===== src/rtl/cmp_arb.sv =====
// Two-requester arbiter around a single shared 64-bit less-than comparator.
// Define CMP_ARB_RR_EN for round-robin conflict resolution; the default build uses fixed priority (requester 0 wins).
`ifndef REG_BUS
`define REG_BUS 64
`endif

module cmp_arb (
  input  logic                clock,
  input  logic                reset,
  input  logic                req0_valid,
  output logic                req0_ready,
  input  logic [`REG_BUS-1:0] req0_op1,
  input  logic [`REG_BUS-1:0] req0_op2,
  input  logic                req0_u,
  input  logic                req1_valid,
  output logic                req1_ready,
  input  logic [`REG_BUS-1:0] req1_op1,
  input  logic [`REG_BUS-1:0] req1_op2,
  input  logic                req1_u,
  output logic                resp0_valid,
  input  logic                resp0_ready,
  output logic [`REG_BUS-1:0] resp0_result,
  output logic                resp1_valid,
  input  logic                resp1_ready,
  output logic [`REG_BUS-1:0] resp1_result
);

  typedef enum logic [1:0] {IDLE = 2'd0, CMP = 2'd1, RESP = 2'd2} state_t;

  state_t              state_q, state_d;
  logic                owner_q, owner_d;
  logic [`REG_BUS-1:0] op1_q, op1_d;
  logic [`REG_BUS-1:0] op2_q, op2_d;
  logic                u_q, u_d;
  logic [`REG_BUS-1:0] result_q, result_d;
  logic                sel_s;
  logic                gnt0_s, gnt1_s;
  logic                lt_s;
  logic                own_ready_s;
`ifdef CMP_ARB_RR_EN
  logic                rr_q, rr_d;
`endif

  // Shared comparator on the latched operands only, so late operand changes cannot leak in.
  always_comb begin
    if (u_q) begin
      lt_s = (op1_q < op2_q);
    end else begin
      lt_s = ($signed(op1_q) < $signed(op2_q));
    end
  end

  // Grant choice; only meaningful while IDLE.
  always_comb begin
`ifdef CMP_ARB_RR_EN
    if (req0_valid && req1_valid) begin
      sel_s = rr_q;
    end else begin
      sel_s = req1_valid;
    end
`else
    sel_s = ~req0_valid;
`endif
  end

  assign own_ready_s = owner_q ? resp1_ready : resp0_ready;

  // Next-state and datapath load logic.
  always_comb begin
    state_d  = state_q;
    owner_d  = owner_q;
    op1_d    = op1_q;
    op2_d    = op2_q;
    u_d      = u_q;
    result_d = result_q;
    gnt0_s   = 1'b0;
    gnt1_s   = 1'b0;
`ifdef CMP_ARB_RR_EN
    rr_d     = rr_q;
`endif
    case (state_q)
      IDLE: begin
        if (req0_valid || req1_valid) begin
          gnt0_s  = ~sel_s;
          gnt1_s  = sel_s;
          owner_d = sel_s;
          op1_d   = sel_s ? req1_op1 : req0_op1;
          op2_d   = sel_s ? req1_op2 : req0_op2;
          u_d     = sel_s ? req1_u : req0_u;
          state_d = CMP;
`ifdef CMP_ARB_RR_EN
          rr_d    = ~sel_s;
`endif
        end else begin
          state_d = IDLE;
        end
      end
      CMP: begin
        result_d = {`REG_BUS{lt_s}};
        state_d  = RESP;
      end
      RESP: begin
        if (own_ready_s) begin
          state_d = IDLE;
        end else begin
          state_d = RESP;
        end
      end
      default: begin
        state_d = IDLE;
      end
    endcase
  end

  // State registers with synchronous reset; reset mid-transaction drops it.
  always_ff @(posedge clock) begin
    if (reset) begin
      state_q  <= IDLE;
      owner_q  <= 1'b0;
      op1_q    <= {`REG_BUS{1'b0}};
      op2_q    <= {`REG_BUS{1'b0}};
      u_q      <= 1'b0;
      result_q <= {`REG_BUS{1'b0}};
`ifdef CMP_ARB_RR_EN
      rr_q     <= 1'b0;
`endif
    end else begin
      state_q  <= state_d;
      owner_q  <= owner_d;
      op1_q    <= op1_d;
      op2_q    <= op2_d;
      u_q      <= u_d;
      result_q <= result_d;
`ifdef CMP_ARB_RR_EN
      rr_q     <= rr_d;
`endif
    end
  end

  // All outputs forced low while reset is asserted.
  assign req0_ready   = gnt0_s & ~reset;
  assign req1_ready   = gnt1_s & ~reset;
  assign resp0_valid  = (state_q == RESP) & ~owner_q & ~reset;
  assign resp1_valid  = (state_q == RESP) & owner_q & ~reset;
  assign resp0_result = resp0_valid ? result_q : {`REG_BUS{1'b0}};
  assign resp1_result = resp1_valid ? result_q : {`REG_BUS{1'b0}};

endmodule

===== config.mk =====
export PLATFORM = sky130hd
export DESIGN_NAME = cmp_arb
export DESIGN_NICKNAME = d
export VERILOG_FILES = /design/src/rtl/cmp_arb.sv
export SDC_FILE = /design/constraint.sdc
export NUM_CORES = 1
export LEC_CHECK = 0
export CAP_MARGIN = 20
export CORE_AREA = 2 2 155 157
export CTS_BUF_LIST = sky130_fd_sc_hd__clkbuf_2
export DETAILED_ROUTE_END_ITERATION = 12
export DIE_AREA = 0 0 157 159
export MAX_ROUTING_LAYER = met4
export PLACE_DENSITY = 0.77
export SLEW_MARGIN = 20
export SYNTH_ARGS = -nofsm -noshare
export SYNTH_HDL_FRONTEND = slang
export SYNTH_SLANG_ARGS = --single-unit

===== constraint.sdc =====
create_clock -name clock -period 2.56 [get_ports clock]
set_input_delay 0.256 -clock clock [delete_from_list [all_inputs] [get_ports clock]]
set_output_delay 0.256 -clock clock [all_outputs]
set_load 0.02 [all_outputs]

==> results.json <==
{
  "antenna_left": 0,
  "clk_path_buf_depth": 2,
  "wl_per_cell_um": 14.7,
  "root_buffer": "clkbuf_2",
  "die_h_um": 159,
  "worstMarginPinSlew_ns": 0.700,
  "crit_arrival_ns": 2.24,
  "startpoint_type": "flip-flop",
  "p_leak_nw": 5.24,
  "viasPerCell": 4.67,
  "port-buffer-count": 395,
  "nets": 1526,
  "multi_input_area_um2": 4300,
  "endpoint_kind": "primary output",
  "ys_types": 41,
  "avgSynthCellArea_um2": 8.80,
  "yosys_warnings": 0,
  "min_period_ns": 2.49,
  "rows": 56,
  "fp.coreArea_um2": 23200,
  "rsz0062_at_grt": "yes",
  "fin_crit_sh_pct": 97.4,
  "start_util_pct": 36.2,
  "place_ws_ns": 0.292,
  "pwr-share-clk_pct": 22.5,
  "layoutNonFillerInstCount": 1530,
  "combPwrFrac_pct": 33.1,
  "synth_fp_nets": 1281,
  "first_global_vias": 6838,
  "irDropWorstVdd_mv": 0.253,
  "power.density_nw_per_um2": 480,
  "place_area_um2": 11700,
  "fp.dieW_um": 157,
  "p_switching_mw": 1.87,
  "power_frac_seq_pct": 44.3,
  "remaining_drc_errors": 0,
  "grt_max_degree": 106,
  "drtPass1Iterations": 5,
  "final_cell_mix": "clkdlybuf4s50_1, nor2_1, a211oi_1, dfxtp_1, mux2i_1",
  "placed_cells": 1493,
  "switching_share_pct": 33.4,
  "drv_slew": 0,
  "max_slew_margin_pct": 53.3,
  "hold_violations": 0,
  "vias": 7139,
  "gr-usage-all-layers_pct": 18.0,
  "cts-buffers-inserted": 17,
  "design_area_um2": 11600,
  "hpwl_um": 17300,
  "dieArea_um2": 25000,
  "routed_wl_um": 22500,
  "status": "finished clean",
  "antenna_found_initial": 2,
  "tritoncts": "yes",
  "ys_ff_latch": 133,
  "hp-class": "in2reg",
  "finalSetupViolations": 0,
  "syn_inst": 954,
  "regArea_um2": 2660,
  "grt_pass1_wl_um": 34700,
  "internal-power_mw": 3.72,
  "crit_path_max_fanout": 32,
  "gr-total-overflow": 0,
  "crit_type": "reg2out",
  "whs_ns": 0.171,
  "path_clk_slew_ns": 0.22,
  "io-pin-count": 396,
  "cts_max_level": 4,
  "setup_tns_ns": 0,
  "synth_area_um2": 8390,
  "fill_cells": 2238,
  "final_common_cell": "clkdlybuf4s50_1",
  "drv_cap": 0,
  "yosysSeqAreaShare_pct": 31.7,
  "gp_congestion": 0.728,
  "syn2layout_area_growth_pct": 38.5,
  "clkSinkCount": 133,
  "clk_latency_ns": 0.69,
  "postLayoutSetupSlackWorst_ns": 0.0655,
  "fmax_mhz": 401,
  "final_layout_size_suffix_gt1_share_pct": 11.3,
  "finClkSkew_ns": 0.0294,
  "required_ns": 2.30,
  "first_iter_violations": 276
}
-- kinds of logic after synthesis --
kind of cell / synth area share [%]
AOI/OAI and AO/OA: 15.6
adders and majority gates: 9.39
buffers and inverters: 17.4
DFF: 31.7
muxes: 15.5
and+or+nand+nor: 10.3
-- layout make-up --
class,instances,area share [%]
repair buffers,411,32.5
multi-input cells,568,37.0
clock buffers,18,0.775
diodes,1,0.0215
flip-flops and latches,133,22.9
inverters,68,2.20
well taps,319,3.44
clock inverters,12,1.14
-- power groups by stage --
stage | Sequential [mW] | Clock (mW) | Combinational (mW)
after CTS | 2.48 | 1.32 | 1.87
after global placement | 2.51 | 0 | 1.83
after floorplan | 2.48 | 0 | 1.17
final | 2.47 | 1.26 | 1.85
after detailed placement | 2.52 | 0 | 1.87
after global routing | 2.51 | 1.39 | 2.10
-- routing by layer --
layer	part of all wire [%]	GRT usage (%)	vias to the layer above
met4	0.56	3.25	0
met2	50	31.9	265
met5	0	-	-
met1	43	21.1	3146
met3	6.6	3.84	7
li1	-	-	3721
-- worst max-delay path: stages, from the launching register on --
cell	delay (ns)
dfxtp_2	0.38
nor2b_2	0.15
nor2b_4	0.15
nor2b_1	0.16
and2_4	0.19
clkbuf_16	0.19
dlygate4sd2_1	0.34
-- flip-flops by register name (all words and copies together) (netlist names) --
| name | cells |
|---|---|
| op2_q | 64 |
| u_q | 1 |
| op1_q | 64 |
| state_q | 2 |
| result_q | 1 |
| owner_q | 1 |
-- through the flow --
step | power [mW] | utilization [%]
2_1_floorplan | 3.65 | -
3_3_place_gp | 4.34 | 50.4
3_5_place_dp | 4.38 | 50.4
4_1_cts | 5.66 | 50.4
5_1_grt | 6.00 | 50.1
6_report | 5.58 | 50.1
-- synth_stat cells, drive strengths merged --
| cell type | number | area share [%] |
|---|---|---|
| nor2b | 5 | 0.37 |
| o21ai | 13 | 0.78 |
| and4 | 1 | 0.10 |
| nor4b | 1 | 0.10 |
| and3 | 1 | 0.075 |
| nand4 | 13 | 1.2 |
| ha | 63 | 9.4 |
| buf | 157 | 13 |
| o21bai | 1 | 0.089 |
| and2 | 2 | 0.15 |
| o22ai | 1 | 0.075 |
| nor3 | 2 | 0.12 |
| a21oi | 25 | 1.5 |
| a2111o | 1 | 0.13 |
| a22oi | 1 | 0.089 |
| or3 | 1 | 0.075 |
| a221oi | 5 | 0.60 |
| nor3b | 1 | 0.15 |
| o21a | 1 | 0.089 |
| a21boi | 1 | 0.089 |
| nor4bb | 1 | 0.12 |
| nor2 | 136 | 6.1 |
| dfxtp | 133 | 32 |
| clkbuf | 28 | 1.3 |
| a211oi | 133 | 12 |
| inv | 68 | 3.0 |
| mux2i | 130 | 16 |
| nor4 | 4 | 0.55 |
| nand2b | 1 | 0.16 |
| nand3 | 6 | 0.36 |
| nand2 | 15 | 0.67 |
| a21o | 2 | 0.18 |
| o31ai | 1 | 0.089 |
-- path summary, 6_finish.rpt --
| path | endpoint | startpoint | slack, ns | cells after the start |
|---|---|---|---|---|
| worst min register to register | op2_q[62]$_SDFFE_PP0P_ | op2_q[62]$_SDFFE_PP0P_ | 0.51 | 2 |
| worst max register to register | result_q[0]$_SDFFE_PP0P_ | op2_q[46]$_SDFFE_PP0P_ | 0.31 | 9 |
| worst min-delay path | op1_q[42]$_SDFFE_PP0P_ | req1_op1[42] | 0.17 | 3 |
| worst max-delay path | resp0_result[15] | state_q[1]$_SDFF_PP0_ | 0.07 | 6 |
-- repair_timing --
| action | CTS | global route |
|---|---|---|
| buffers inserted | 0 | 1 |
| cloned | 1 | 1 |
| resized for setup | 234 | 137 |
| endpoints found under the setup margin | 131 | 130 |
| endpoints found under the hold margin | 11 | 0 |
| hold buffers | 3 | 0 |
No activity file was read; power rests on OpenSTA's default activity.
==> patch 1 (same flow settings) <==
`REG_BUS`: 64 -> 32.
--- a/src/rtl/cmp_arb.sv
+++ b/src/rtl/cmp_arb.sv
@@ -2,5 +2,5 @@
 // Define CMP_ARB_RR_EN for round-robin conflict resolution; the default build uses fixed priority (requester 0 wins).
 `ifndef REG_BUS
-`define REG_BUS 64
+`define REG_BUS 32
 `endif
 
Ports: changed (6 resized); port bits go from 396 to 204. The function was not compared with the original's and may differ.
==> patch 1 against the original RTL <==
First-iteration DRC count decreased by 73%; cell area decreased by 47%; synthesized area decreased by 49%; critical endpoint is now resp1_result[26]; total power decreased by 51%; largest cell class unchanged; routed wire length decreased by 50%; combinational power decreased by 49%; sequential cell count decreased by 64; die area unchanged; setup slack improved by 0.22 ns; worst hold slack got worse by 0.0036 ns.
==> patch 1: results (changes against the original RTL) <==
CLK BUF: 11 (-7)
Placed Cells: 923 (-38%)
Hold Path Cell Cnt: 2 (-1)
Vias per inst: 3.933 (-16%)
Pwr Density: 448.1 nW/um^2 (-6.7%)
Clk_lat worst skew: 0.53 ns (-0.16 ns)
Cells after synthesis: 487 (-49%)
Critical Path AT: 2.02 ns (-0.22 ns)
Dpl hpwl: 8976 microns (-48%)
Fraction of standard cell area in multi-input logic: 35.93% (-1.1 points)
Status: finished clean
Non-clock buffers: 211 (-49%)
Layout cells sized above 1: 9.662% (-1.7 points)
Peak VDD IR: 0.0001667 V (-34%)
Worst Hold End: owner_q
Grt met1 use: 10.56% (-10 points)
H-tree levels: 3 (-1)
Global-route wire length before repair: 17,280 microns (-50%)
Worst hold margin: 0.1679 ns (-0.003583 ns)
Clock network power: 522 uW (-59%)
I/O Buffers: 203 (-49%)
Worst Setup EP: resp1_result[26]
Pin count of the biggest net entering global routing: 69 (-35%)
Synth area leaders: dfxtp_1, mux2i_1, a211oi_1
Signal inverters: 31 (-54%)
Buffering overhead: 31.65% (-0.85 points)
Pre-CTS setup slack: 0.08816 ns (-0.2040 ns)
Rel. slew slack: 50.88% (-2.4 points)
Multi-input logic area: 2195 sq um (-49%)
Starting DRC count in detailed routing: 74 (-73%)
Worst setup margin: 0.2841 ns (+0.2186 ns)
Finished Layout Cells: 940 (-39%)
Clk cell area share: 1.352% (-0.56 points)
FF+latch count, synth: 69 (-48%)
Total Routing Usage GR: 9.285% (-8.7 points)
Register area: 1383 sq um (-48%)
Commonest cells post-synth: nor2_1, dfxtp_1, a211oi_1, mux2i_1, buf_4
Net count, final: 783 (-49%)
Seq/Total Area, Yosys: 32.37% (+0.64 points)
Register-to-Register Path Depth: 8 (-1)
Synth unique cells: 34 (-17%)
Met3 usage: 2.586% (-1.3 points)
-- patch 1: metal layers --
| layer | wire length [microns] | share of wire, % |
|---|---|---|
| met1 | 4843 | 43 |
| met4 | 125 | 1.1 |
| met2 | 5504 | 49 |
| met5 | 0 | 0 |
| met3 | 861 | 7.6 |
-- patch 1: worst reg2reg max path, cell delays in order, from the launching register on --
cell and delay (ns):
dfxtp_1 0.38, inv_1 0.05, ha_1 0.26, a2111oi_1 0.49, buf_4 0.19, or4b_1 0.10, a31oi_1 0.11, or3_1 0.36
a311oi_1 0.24
-- patch 1: cells by family (layout without fill, tap and decap cells) --
group	count (synthesis)	count (layout)	share of synthesized area, %
compound gates	95	95	15.92
fa+ha+maj	31	31	9.088
flops	69	69	32.37
mux	66	66	15.48
simple gates	102	102	10.58
buf+inv	124	258	16.56
-- patch 1: what timing repair did --
action	in CTS	in global routing
hold endpoints to repair	1	0
endpoints found under the setup margin	64	67
hold buffers	1	0
resized for setup	64	70
==> patch 2 (same flow settings) <==
Made on the original files. The 3 states of `state_t` get a one-hot encoding in 3 bits.
--- a/src/rtl/cmp_arb.sv
+++ b/src/rtl/cmp_arb.sv
@@ -26,5 +26,5 @@
 );
 
-  typedef enum logic [1:0] {IDLE = 2'd0, CMP = 2'd1, RESP = 2'd2} state_t;
+  typedef enum logic [2:0] {IDLE = 3'b001, CMP = 3'b010, RESP = 3'b100} state_t;
 
   state_t              state_q, state_d;
Formal check against the unedited RTL: no difference found for any inputs over 10 cycles, from zero or initial values and one cycle with reset high; not proved beyond that.
==> patch 2 against the original RTL <==
Sequential cell count grew 1; synthesized area grew 0.92%; setup slack lost 0.043 ns; total power grew 3.4%; cell area grew 4.5%; largest cell class unchanged; routed wire length grew 6.2%; critical endpoint is now resp1_result[59]; non-clock buffer count grew 20; sequential share of layout area shrank 0.81 points.
==> patch 2: results (changes against the original RTL) <==
Total Routing Usage GR: 18.33% (+0.31 points)
Synth area leaders: dfxtp_1, mux2i_1, buf_4
DRT met1 WL: 10,270 microns (+7.3%)
Worst-Margin Slew: 0.7802 ns (+0.07994 ns)
Routed len/inst: 15.24 microns (+3.8%)
Seq/Total Area, Yosys: 31.67% (-0.054 points)
Met2 usage: 31.20% (-0.66 points)
Hold buffer count at cts: 2 (-1)
P_leak: 5.388 nW (+2.9%)
CP Max Fanout: 14 (-56%)
Pin count of the biggest net entering global routing: 120 (+13%)
Net count, final: 1,559 (+2.2%)
Worst hold start: req1_op2[35]
Status: finished clean
Multi-In Gates: 584 (+2.8%)
Post-synthesis compound-gate area fraction: 15.91% (+0.27 points)
Dpl hpwl: 17,980 microns (+3.9%)
Fraction of area in registers: 22.11% (-0.81 points)
Filler Cell Count: 2,188 (-2.2%)
Starting DRC count in detailed routing: 202 (-27%)
Non-clock buffers: 431 (+4.9%)
R2r setup slk: 0.27 ns (-0.04 ns)
Placed Cells: 1,514 (+1.4%)
Vias per inst: 4.742 (+1.6%)
Max Clock Skew: 0.03107 ns (+0.001639 ns)
Cells after synthesis: 967 (+1.4%)
Metal3 WL: 1517 microns (+2.2%)
Global-route wire length before repair: 35,450 microns (+2.2%)
Via count: 7,421 (+4.0%)
Post-CTS setup repair buffer count: 2 (+2)
GP Congestion: 0.7976 (+9.6%)
Post-CTS sizing: 343 (+47%)
Register-to-Register Path Depth: 8 (-1)
Critical Path AT: 2.28 ns (+0.04 ns)
Signal inverters: 64 (-5.9%)
Peak VDD IR: 0.0002518 V (-0.48%)
WL met2: 11,760 microns (+4.3%)
Drt pass-1 iters: 4 (-1)
Clk cell area share: 1.690% (-0.23 points)
Met3 usage: 4.600% (+0.76 points)
Worst Hold End: op2_q[35]
Reg-to-reg startpoint: op2_q[59]
CP top delay family: buffers and inverters
Buffering overhead: 35.02% (+2.5 points)
[patch 2: changes by cell type after synthesis, moves of 4 or more]
cell     before  now
buf_4       126  137
inv_1        68   64
o21ai_1       4    0
buf_2        31   19
nor2_1      136  143
[patch 2: stage by stage]
stage / hold slack (ns) / utilization [%] / cell area [sq um] / total power [mW] / worst slack (ns)
4_1_cts: 0.09206 / 50.61 / 11740 / 5.850 / -0.09534
2_1_floorplan: 0.4257 / - / 8478 / 3.868 / 0.1552
5_1_grt: 0.05120 / 52.35 / 12140 / 6.246 / -0.1970
3_3_place_gp: 0.4349 / 51.17 / 11870 / 4.614 / 0.2412
6_report: 0.1753 / 52.35 / 12140 / 5.774 / 0.02238
3_5_place_dp: 0.4539 / 51.17 / 11870 / 4.678 / 0.2451
[patch 2: worst max path at each step]
stage	start	endpoint	slack, ns	cells past startpoint
finish	state_q[0]	resp1_result[59]	0.02	5
global placement	op2_q[59]	result_q[0]	0.24	8
floorplan	state_q[2]	resp0_result[10]	0.16	5
CTS	state_q[0]	resp1_result[58]	-0.1	5
detailed placement	op2_q[61]	result_q[0]	0.25	8
global route	state_q[0]	resp1_result[31]	-0.20	5
[patch 2: kinds of logic (layout without fill, tap and decap cells)]
kind of cell	after synthesis	in the layout
buffers and inverters	249	527
and+or+nand+nor	202	202
AOI/OAI and AO/OA	188	188
DFF	134	134
muxes	131	131
adders and majority gates	63	63
other	0	1
[patch 2: power breakdown]
group / switching [mW] / total (mW) / internal [mW]
sequential: 0.168 / 2.56 / 2.39
combinational: 1.01 / 2.07 / 1.06
clock: 0.868 / 1.14 / 0.276
total: 2.05 / 5.77 / 3.73
